File: config.mk
export PLATFORM = sky130hd
export DESIGN_NAME = sev_seg_scan_flat
export DESIGN_NICKNAME = d
export VERILOG_FILES = /design/src/rtl/sev_seg_scan_if.sv /design/src/rtl/sev_seg_scan.sv /design/src/flat_wrapper.sv
export SDC_FILE = /design/constraint.sdc
export NUM_CORES = 1
export LEC_CHECK = 0
export CAP_MARGIN = 10
export CORE_MARGIN = 2
export CORE_UTILIZATION = 49
export CTS_BUF_LIST = sky130_fd_sc_hd__clkbuf_8
export DETAILED_ROUTE_END_ITERATION = 8
export GPL_ROUTABILITY_DRIVEN = 0
export PLACE_DENSITY = 0.73
export SLEW_MARGIN = 20
export SYNTH_ARGS = -nofsm -noshare
export SYNTH_HDL_FRONTEND = slang
export SYNTH_SLANG_ARGS = --single-unit
File: constraint.sdc
create_clock -name clk -period 1.83 [get_ports clk]
set_input_delay 0.2745 -clock clk [delete_from_list [all_inputs] [get_ports clk]]
set_output_delay 0.2745 -clock clk [all_outputs]
set_load 0.02 [all_outputs]
File: src/rtl/sev_seg_scan_if.sv
// sev_seg_scan_if
// Bundles the display request and status signals of sev_seg_scan.
//   value      : unsigned binary number to display (VAL_W bits)
//   load       : single-cycle capture request
//   blank_lead : suppress leading-zero digits when high
//   busy       : conversion in progress
//   ovf        : last captured value exceeded 9999
//   LED_BCD    : BCD value of the currently scanned digit
//   anode      : active-low one-hot digit enables (bit0 = ones)
// master = the producer of requests, slave = the scanner itself.
interface sev_seg_scan_if #(
  parameter int VAL_W = 14
);
  logic [VAL_W-1:0] value;
  logic             load;
  logic             blank_lead;
  logic             busy;
  logic             ovf;
  logic [3:0]       LED_BCD;
  logic [3:0]       anode;

  modport master (
    output value, load, blank_lead,
    input  busy, ovf, LED_BCD, anode
  );

  modport slave (
    input  value, load, blank_lead,
    output busy, ovf, LED_BCD, anode
  );
endinterface

File: src/rtl/sev_seg_scan.sv
// sev_seg_scan
// Captures a binary value, converts it to four BCD digits with a sequential
// shift-add-3 (double dabble) converter, and time-multiplexes the digits onto
// a 4-digit common-anode 7-segment display.
//   clk  : system clock, all state changes on the rising edge
//   rst  : synchronous active-high reset
//   bus  : sev_seg_scan_if.slave (value/load/blank_lead in,
//          busy/ovf/LED_BCD/anode out)
// Parameters:
//   REFRESH_DIV : clock cycles each digit stays lit (2..2^20)
//   VAL_W       : width of the binary input value (at least 14)
module sev_seg_scan #(
  parameter int REFRESH_DIV = 100000,
  parameter int VAL_W       = 14
) (
  input logic          clk,
  input logic          rst,
  sev_seg_scan_if.slave bus
);

  localparam int CNT_W  = $clog2(VAL_W + 1);
  localparam int RCNT_W = $clog2(REFRESH_DIV);
  localparam int MAX_DISPLAY = 9999;

  typedef enum logic {
    IDLE,
    CONV
  } state_e;

  state_e state_q, state_d;

  logic [CNT_W-1:0]  shiftCnt_q, shiftCnt_d;
  logic [VAL_W-1:0]  bin_q, bin_d;
  // Partial BCD result. Every intermediate value is at most 4999, so the
  // thousands nibble never exceeds 4 before a shift and fits in 3 bits here;
  // only the final shift produces a full 4-bit thousands digit.
  logic [14:0]       bcd_q, bcd_d;
  logic [14:0]       bcdAdj;
  logic [15:0]       bcdShift;
  logic [15:0]       digits_q, digits_d;
  logic              ovf_q, ovf_d;
  logic [RCNT_W-1:0] refresh_q, refresh_d;
  logic [1:0]        idx_q, idx_d;
  logic [3:0]        led_q, led_d;
  logic [3:0]        anode_q, anode_d;

  logic busyC;
  logic lastShift;
  logic capture;
  logic overRange;
  logic refreshWrap;
  logic zero3, zero2, zero1;
  logic blankSel;

  assign capture   = bus.load && (state_q == IDLE);
  assign lastShift = (state_q == CONV) && (shiftCnt_q == CNT_W'(VAL_W - 1));
  assign overRange = (32'(bus.value) > 32'(MAX_DISPLAY));

  // State register; reset abandons any conversion in progress.
  always_ff @(posedge clk) begin
    if (rst) begin
      state_q <= IDLE;
    end else begin
      state_q <= state_d;
    end
  end

  // Next-state logic: a load starts a conversion only while idle, and the
  // conversion ends on its VAL_W-th shift.
  always_comb begin
    state_d = state_q;
    case (state_q)
      IDLE:    if (bus.load) state_d = CONV;
      CONV:    if (lastShift) state_d = IDLE;
      default: state_d = IDLE;
    endcase
  end

  // FSM outputs.
  always_comb begin
    busyC = 1'b0;
    if (state_q == CONV) busyC = 1'b1;
  end

  // Add 3 to every BCD nibble that is 5 or more before it gets shifted.
  always_comb begin
    bcdAdj = bcd_q;
    for (int i = 0; i < 3; i++) begin
      if (bcd_q[4*i +: 4] >= 4'd5) bcdAdj[4*i +: 4] = bcd_q[4*i +: 4] + 4'd3;
    end
    bcdShift = {bcdAdj, bin_q[VAL_W-1]};
  end

  // Converter datapath: capture with saturation at 9999, then one shift per
  // cycle. The displayed digits take the final shift result directly so the
  // display changes on the same edge busy falls.
  always_comb begin
    bin_d      = bin_q;
    bcd_d      = bcd_q;
    shiftCnt_d = shiftCnt_q;
    ovf_d      = ovf_q;
    digits_d   = digits_q;
    if (capture) begin
      bin_d      = overRange ? VAL_W'(MAX_DISPLAY) : bus.value;
      bcd_d      = '0;
      shiftCnt_d = '0;
      ovf_d      = overRange;
    end else if (state_q == CONV) begin
      bin_d      = bin_q << 1;
      bcd_d      = bcdShift[14:0];
      shiftCnt_d = shiftCnt_q + 1'b1;
      if (lastShift) digits_d = bcdShift;
    end
  end

  // Scan logic: free-running refresh counter advancing the digit index.
  // LED_BCD and anode are registered from the next-state index and digits so
  // they move on the same edge as the index or the digits.
  always_comb begin
    refreshWrap = (refresh_q == RCNT_W'(REFRESH_DIV - 1));
    refresh_d   = refreshWrap ? '0 : refresh_q + 1'b1;
    idx_d       = refreshWrap ? idx_q + 2'd1 : idx_q;
    led_d       = digits_d[{idx_d, 2'b00} +: 4];

    // A digit is a leading zero when it and every higher digit are zero;
    // the ones digit is never blanked.
    zero3 = (digits_d[15:12] == 4'd0);
    zero2 = zero3 && (digits_d[11:8] == 4'd0);
    zero1 = zero2 && (digits_d[7:4] == 4'd0);
    case (idx_d)
      2'd1:    blankSel = zero1;
      2'd2:    blankSel = zero2;
      2'd3:    blankSel = zero3;
      default: blankSel = 1'b0;
    endcase
    anode_d = (bus.blank_lead && blankSel) ? 4'b1111 : ~(4'b0001 << idx_d);
  end

  // Datapath and display registers.
  always_ff @(posedge clk) begin
    if (rst) begin
      bin_q      <= '0;
      bcd_q      <= '0;
      shiftCnt_q <= '0;
      ovf_q      <= 1'b0;
      digits_q   <= '0;
      refresh_q  <= '0;
      idx_q      <= 2'd0;
      led_q      <= 4'h0;
      anode_q    <= 4'b1110;
    end else begin
      bin_q      <= bin_d;
      bcd_q      <= bcd_d;
      shiftCnt_q <= shiftCnt_d;
      ovf_q      <= ovf_d;
      digits_q   <= digits_d;
      refresh_q  <= refresh_d;
      idx_q      <= idx_d;
      led_q      <= led_d;
      anode_q    <= anode_d;
    end
  end

  assign bus.busy    = busyC;
  assign bus.ovf     = ovf_q;
  assign bus.LED_BCD = led_q;
  assign bus.anode   = anode_q;

endmodule

File: src/flat_wrapper.sv
// flat-port wrapper written by rule: the top's interface ports become plain ports
module sev_seg_scan_flat 
#(
  parameter int REFRESH_DIV = 100000,
  parameter int VAL_W       = 14
)
  (clk, rst, bus_value, bus_load, bus_blank_lead, bus_busy, bus_ovf, bus_LED_BCD, bus_anode);
  sev_seg_scan_if #(.VAL_W(VAL_W)) bus_i ();
  input logic clk;
  input logic rst;
  input wire logic [$bits(bus_i.value)-1:0] bus_value;
  input wire logic [$bits(bus_i.load)-1:0] bus_load;
  input wire logic [$bits(bus_i.blank_lead)-1:0] bus_blank_lead;
  output wire logic [$bits(bus_i.busy)-1:0] bus_busy;
  output wire logic [$bits(bus_i.ovf)-1:0] bus_ovf;
  output wire logic [$bits(bus_i.LED_BCD)-1:0] bus_LED_BCD;
  output wire logic [$bits(bus_i.anode)-1:0] bus_anode;
  assign bus_i.value = bus_value;
  assign bus_i.load = bus_load;
  assign bus_i.blank_lead = bus_blank_lead;
  assign bus_busy = bus_i.busy;
  assign bus_ovf = bus_i.ovf;
  assign bus_LED_BCD = bus_i.LED_BCD;
  assign bus_anode = bus_i.anode;
  sev_seg_scan #(.REFRESH_DIV(REFRESH_DIV), .VAL_W(VAL_W)) u_core (.clk(clk), .rst(rst), .bus(bus_i));
endmodule
==> Word-level counts from Yosys, hierarchy flattened <==
Index checks and enable logic that the tools add are counted.
{ "op_classes": {"mux": 16, "reduce_logical": 12, "addsub": 6, "n_lt_le_gt_ge": 4, "n_eq_ne": 5, "n_bitwise": 2, "shift": 2} }
{ "op_table": {"columns": ["cell", "count"], "rows": [
  ["$mux 16", 3],
  ["$mux 14", 3],
  ["$add 17x1->17 const B", 1],
  ["$eq 17x17->1 const B", 1],
  ["$shiftx 16x5->4", 1],
  ["$gt 14x14->1 const B", 1],
  ["$add 4x2->4 const B", 3],
  ["$ge 4x3->1 const B", 3],
  ["$logic_not 4->1", 3],
  ["$mux 4", 3],
  ["$reduce_or 2->1", 3],
  ["$logic_and 1x1->1", 5],
  ["$add 4x1->4 const B", 1],
  ["$eq 2x2->1 const B", 2],
  ["$eq 4x4->1 const B", 1],
  ["$mux 1", 4],
  ["$not 4->4", 1],
  ["$shl 1x2->4 const A", 1],
  ["$pmux 1 s3", 1],
  ["$add 2x1->2 const B", 1],
  ["$eq 2x1->1 const B", 1],
  ["$mux 2", 1],
  ["$pmux 1 s2", 1],
  ["$reduce_bool 2->1", 1],
  ["$not 1->1", 1]
]} }
{ "word_totals": {"regBits": 78, "out_inout_bits": 10, "in_bits": 18} }

==> Depth between registers and ports, before layout <==
{ "logic_depth": {"depth_word": 11, "ltp_mapped": 9, "ltp_nobuf": 8} }

==> Worst setup path before layout <==
Ideal clock, no wire load.
{ "synth_timing": {"kind": "register to register", "from": "register u_core.bcd_q[4]", "to": "register u_core.led_q[3] (netlist: u_core.bus.LED_BCD[3])", "path_buffers": 0, "path_stages_with_launch": 8, "slack_ps": -149, "setup_time_ps": 86, "required_ps": 1744, "t_arrival_ps": 1892, "path_cell_list": "dfxtp_1 > inv_1 > ha_1 > or3b_1 > a311oi_1 > o21ba_1 > a221o_1 > a221oi_2"} }
{ "synth_between": {"elab_chain_len": 6, "word_cells_on_any_way": 7, "classes_between": "add/sub: 1; order compare: 1; shift: 1; mux: 4"} }
{ "synth_rtl": {"columns": ["element", "line_no", "text"], "rows": [
  ["from (decl)", "sev_seg_scan.sv:37", "logic [14:0] bcd_q, bcd_d;"],
  ["from (signal assigned)", "sev_seg_scan.sv:143", "bcd_q <= '0;"],
  ["from (signal assigned)", "sev_seg_scan.sv:153", "bcd_q <= bcd_d;"],
  ["$add 4x2->4 / $ge 4x3->1 (equally long branches)", "sev_seg_scan.sv:89", "if (bcd_q[4*i +: 4] >= 4'd5) bcdAdj[4*i +: 4] = bcd_q[4*i +: 4] + 4'd3;"],
  ["$mux 4 *", "sev_seg_scan.sv:89", null],
  ["$mux 16 *", "sev_seg_scan.sv:112", "if (lastShift) digits_d = bcdShift;"],
  ["$mux 16 *", "sev_seg_scan.sv:108", "end else if (state_q == CONV) begin"],
  ["$mux 16 *", "sev_seg_scan.sv:103", "if (capture) begin"],
  ["$shiftx 16x5->4 *", "sev_seg_scan.sv:123", "led_d = digits_d[{idx_d, 2'b00} +: 4];"],
  ["to (signal assigned)", "sev_seg_scan.sv:159", "led_q <= led_d;"],
  ["to (decl)", "sev_seg_scan.sv:44", "logic [3:0] led_q, led_d;"]
]} }
Every way passes the cells marked *; elsewhere a longest branch is shown, timed or not.
A chain may end at the register's enable or synchronous reset.

==> Worst setup path in the final report <==
Ends and elaborated chain as after synthesis.

==> flow_summary_export.csv <==
group,metric,value,unit
outcome,status,"finished with violations",
outcome,violations,"setup timing",
timing,worst_pin_slew,406,ps
critical_path,worstReg2RegStart,"u_core.bcd_q[4]",
grt,grt_pass1_wl,15500,µm
layout,fin_util,0.702,
cts,cts_buffers,9,
critical_path,rr_endpoint,"u_core.bus.LED_BCD[3]",
floorplan,die_x,91.5,µm
min_path,hp-class,"reg2reg",
yosys,synth_edf_count,0,
yosys,yosys.area.top_type,"dfxtp_1",
critical_path,cp_max_fo,3,
flow_run,maxCapViolations,0,
yosys,postSynthCellCount,428,
layout,nFillCells,528,
drt,drc,0,
timing,finalCriticalPeriod,1990,ps
yosys,avgSynthCellArea,8.77,µm²
placement,place_inst,603,
drt,wl_per_cell,15.0,µm
grt,grt_pass1_vias,3445,
floorplan,core,7330,µm²
critical_path,crit_required,2100,ps
cts,cts_tree,"done",
timing,slew-limit-headroom,0.727,
placement,dp_hpwl,6530,µm
drt,viasPerCell,5.51,
min_path,hold_path_depth,2,
critical_path,endpoint,"u_core.bus.LED_BCD[3]",
drt,drt-total-wl,9390,µm
floorplan,start_util,0.512,
grt,grt_start_max_net_pins,45,
timing,finalClockSkew,14.0,ps
critical_path,end_kind,"flip-flop",
critical_path,r2r_cells,7,
cts,postCtsHoldBufs,0,
placement,place_area,4620,µm²
yosys,yosysTopAreaCellShare,0.416,
layout,diodes,0,
layout,nets,548,
critical_path,path_cells,"inv_2, ha_4, or3b_4, a311oi_2, o21ba_4, a221o_1, a221oi_2",
layout,final_area,5140,µm²
critical_path,critPathArrivalTime,2260,ps
grt,antenna_found_initial,0,
yosys,synth_top_flop_cell,"dfxtp_1",
timing,rsz0062_at_grt,"true",
yosys,ys_top_cells_by_area,"dfxtp_1 42%, nor2_1 6.8%, a21oi_1 3.7%, mux2i_1 3.7%, nand2_1 3.7%",
timing,hold_viol_final,0,
critical_path,critPathLaunch,"u_core.bcd_q[4]",
timing,report.final.slew_viol_count,0,
layout,drive_gt1_frac,0.298,
placement,io_buffers,27,
drt,via_count,3443,
min_path,hp-start,"u_core.bin_q[0]",
cts,clock_path_buffers,2,
power,leakage,2.01,nW
floorplan,rows,31,
timing,setup_violations,5,
yosys,netlist_area,3750,µm²
timing,max_freq,501,MHz
floorplan,boundaryPins,28,
grt,grt_use_total,0.226,
yosys,yosysSeqAreaShare,0.416,
timing,worst_slack,-164,ps
critical_path,crit_type,"reg2reg",
grt,overflow,0,
floorplan,die_h,91.5,µm
critical_path,max_stage_delay,370,ps
timing,timing.final.crit_share,1.09,
drt,drt_iter0_markers,220,
power,p_total,3.54,mW
drt,first_pass_iters,4,
cts,clock_latency,350,ps
layout,area_delta_synth_final,37.0,%
yosys,synth_nets,455,
layout,fin_cells,625,
yosys,ys_ff_latch,78,
critical_path,critPathLaunchType,"flip-flop",
critical_path,slowest_stage,"dfxtp_2",
power,ir_drop,0.458,mV
critical_path,rrSetupSlack,-160,ps
cts,numClockSinks,78,
power,power_density,688,nW/µm²
floorplan,die-area,8380,µm²
yosys,ys_types,64,
cts,htreeDepth,3,
yosys,yosys_warnings,0,
cts,clkTransAtPathRegs,90,ps
yosys,async_flop_share,0,
drt,ant_nets,0,
cts,cts_root_buf,"clkbuf_8",
-- routing by layer --
layer | part of all wire | vias to the layer above | global-route usage
li1 | - | 1713 | -
met1 | 0.44 | 1643 | 0.277
met2 | 0.50 | 68 | 0.387
met3 | 0.040 | 19 | 0.0365
met4 | 0.021 | 0 | 0.101
met5 | 0 | - | 0
-- synth_stat cells (4+ instances only) --
cell type	n
xnor2_1	13
nor2_1	68
nand2b_1	6
xor2_1	8
nand3_1	15
a21oi_1	28
clkbuf_1	14
ha_1	9
o21ai_0	7
mux2i_1	14
nor2b_1	7
inv_1	13
o221ai_1	6
a211oi_1	10
nor3b_1	6
dfxtp_1	78
a31oi_1	5
a221oi_1	5
nand4_1	5
nand2_1	37
nor3_1	7
and3_1	4
-- state kept, by name (all words and copies together) (netlist names) --
signal,count
u_core.shiftCnt_q,4
u_core.bus.LED_BCD,4
u_core.digits_q,16
u_core.bus.ovf,1
u_core.bin_q,14
u_core.bcd_q,15
u_core.idx_q,2
u_core.bus.anode,4
u_core.refresh_q,17
u_core.state_q,1
-- timing repair --
item                                    in CTS  in global routing
setup buffers                                5                  1
gates resized for setup                     37                 29
endpoints found under the setup margin       9                  7
pin swaps                                   13                 14
-- worst min-delay path by stage --
stage	to	slack, ps
6_report	u_core.bin_q[1]	460
5_1_grt	u_core.bin_q[1]	490
2_1_floorplan	u_core.refresh_q[0]	430
4_1_cts	u_core.bin_q[1]	470
3_5_place_dp	u_core.bin_q[2]	460
3_3_place_gp	u_core.bin_q[1]	450
-- critical path, delay by kind of cell, from the launching register on --
family          cells  cell delay, ps
buf+inv             1              60
compound gates      4             940
fa+ha+maj           1             160
simple gates        1             370
flops               1             370
-- cells in the final DEF (no fill, tap or decap), types with 4 or more instances in the layout --
cell,instances
nor3b_1,4
xor2_1,8
dfxtp_2,6
a211oi_1,6
nor2_2,4
clkdlybuf4s50_1,26
a21oi_2,5
nor2_1,64
o21ai_0,5
mux2i_1,13
clkbuf_8,9
nor2b_1,7
a21oi_1,23
nand2_1,36
buf_4,73
a211oi_2,4
ha_1,4
o21ai_1,4
dfxtp_1,71
nand3_1,15
nor3_1,6
a221oi_1,5
and3_1,4
o221ai_1,6
nand4_1,5
inv_1,12
xnor2_1,11
inv_2,4
-- logic make-up after synthesis --
kind of cell               synth area share
AOI/OAI and AO/OA                     0.169
xor gates and xnor gates             0.0490
adders and majority gates            0.0300
buffers and inverters                0.0420
DFF                                   0.416
muxes                                0.0583
and+or+nand+nor                       0.236
-- per-stage QoR --
| stage | hold WS [ps] | TNS [ps] | worst slack, ps |
|---|---|---|---|
| floorplan | 430 | -69.5 | -69.5 |
| global placement | 448 | -2070 | -195 |
| detailed placement | 459 | -2850 | -236 |
| CTS | 469 | -482 | -173 |
| global route | 486 | -856 | -198 |
| finish | 465 | -527 | -164 |
-- final cells by class --
cell class | instances | area, µm² | share of cell area
Inverter | 14 | 52.6 | 0.0102
Clock inverter | 7 | 90.1 | 0.0175
Sequential cell | 78 | 1570 | 0.306
Multi-Input combinational cell | 314 | 2300 | 0.447
Timing Repair Buffer | 104 | 880 | 0.171
Clock buffer | 9 | 124 | 0.0241
Tap cell | 99 | 124 | 0.0241
-- where the power goes --
group	total, mW	internal, mW	switching [mW]
logic	0.366	0.187	0.179
registers	1.77	1.74	0.0306
clock network	1.40	0.764	0.641
Power figures use the tool's default switching activity.
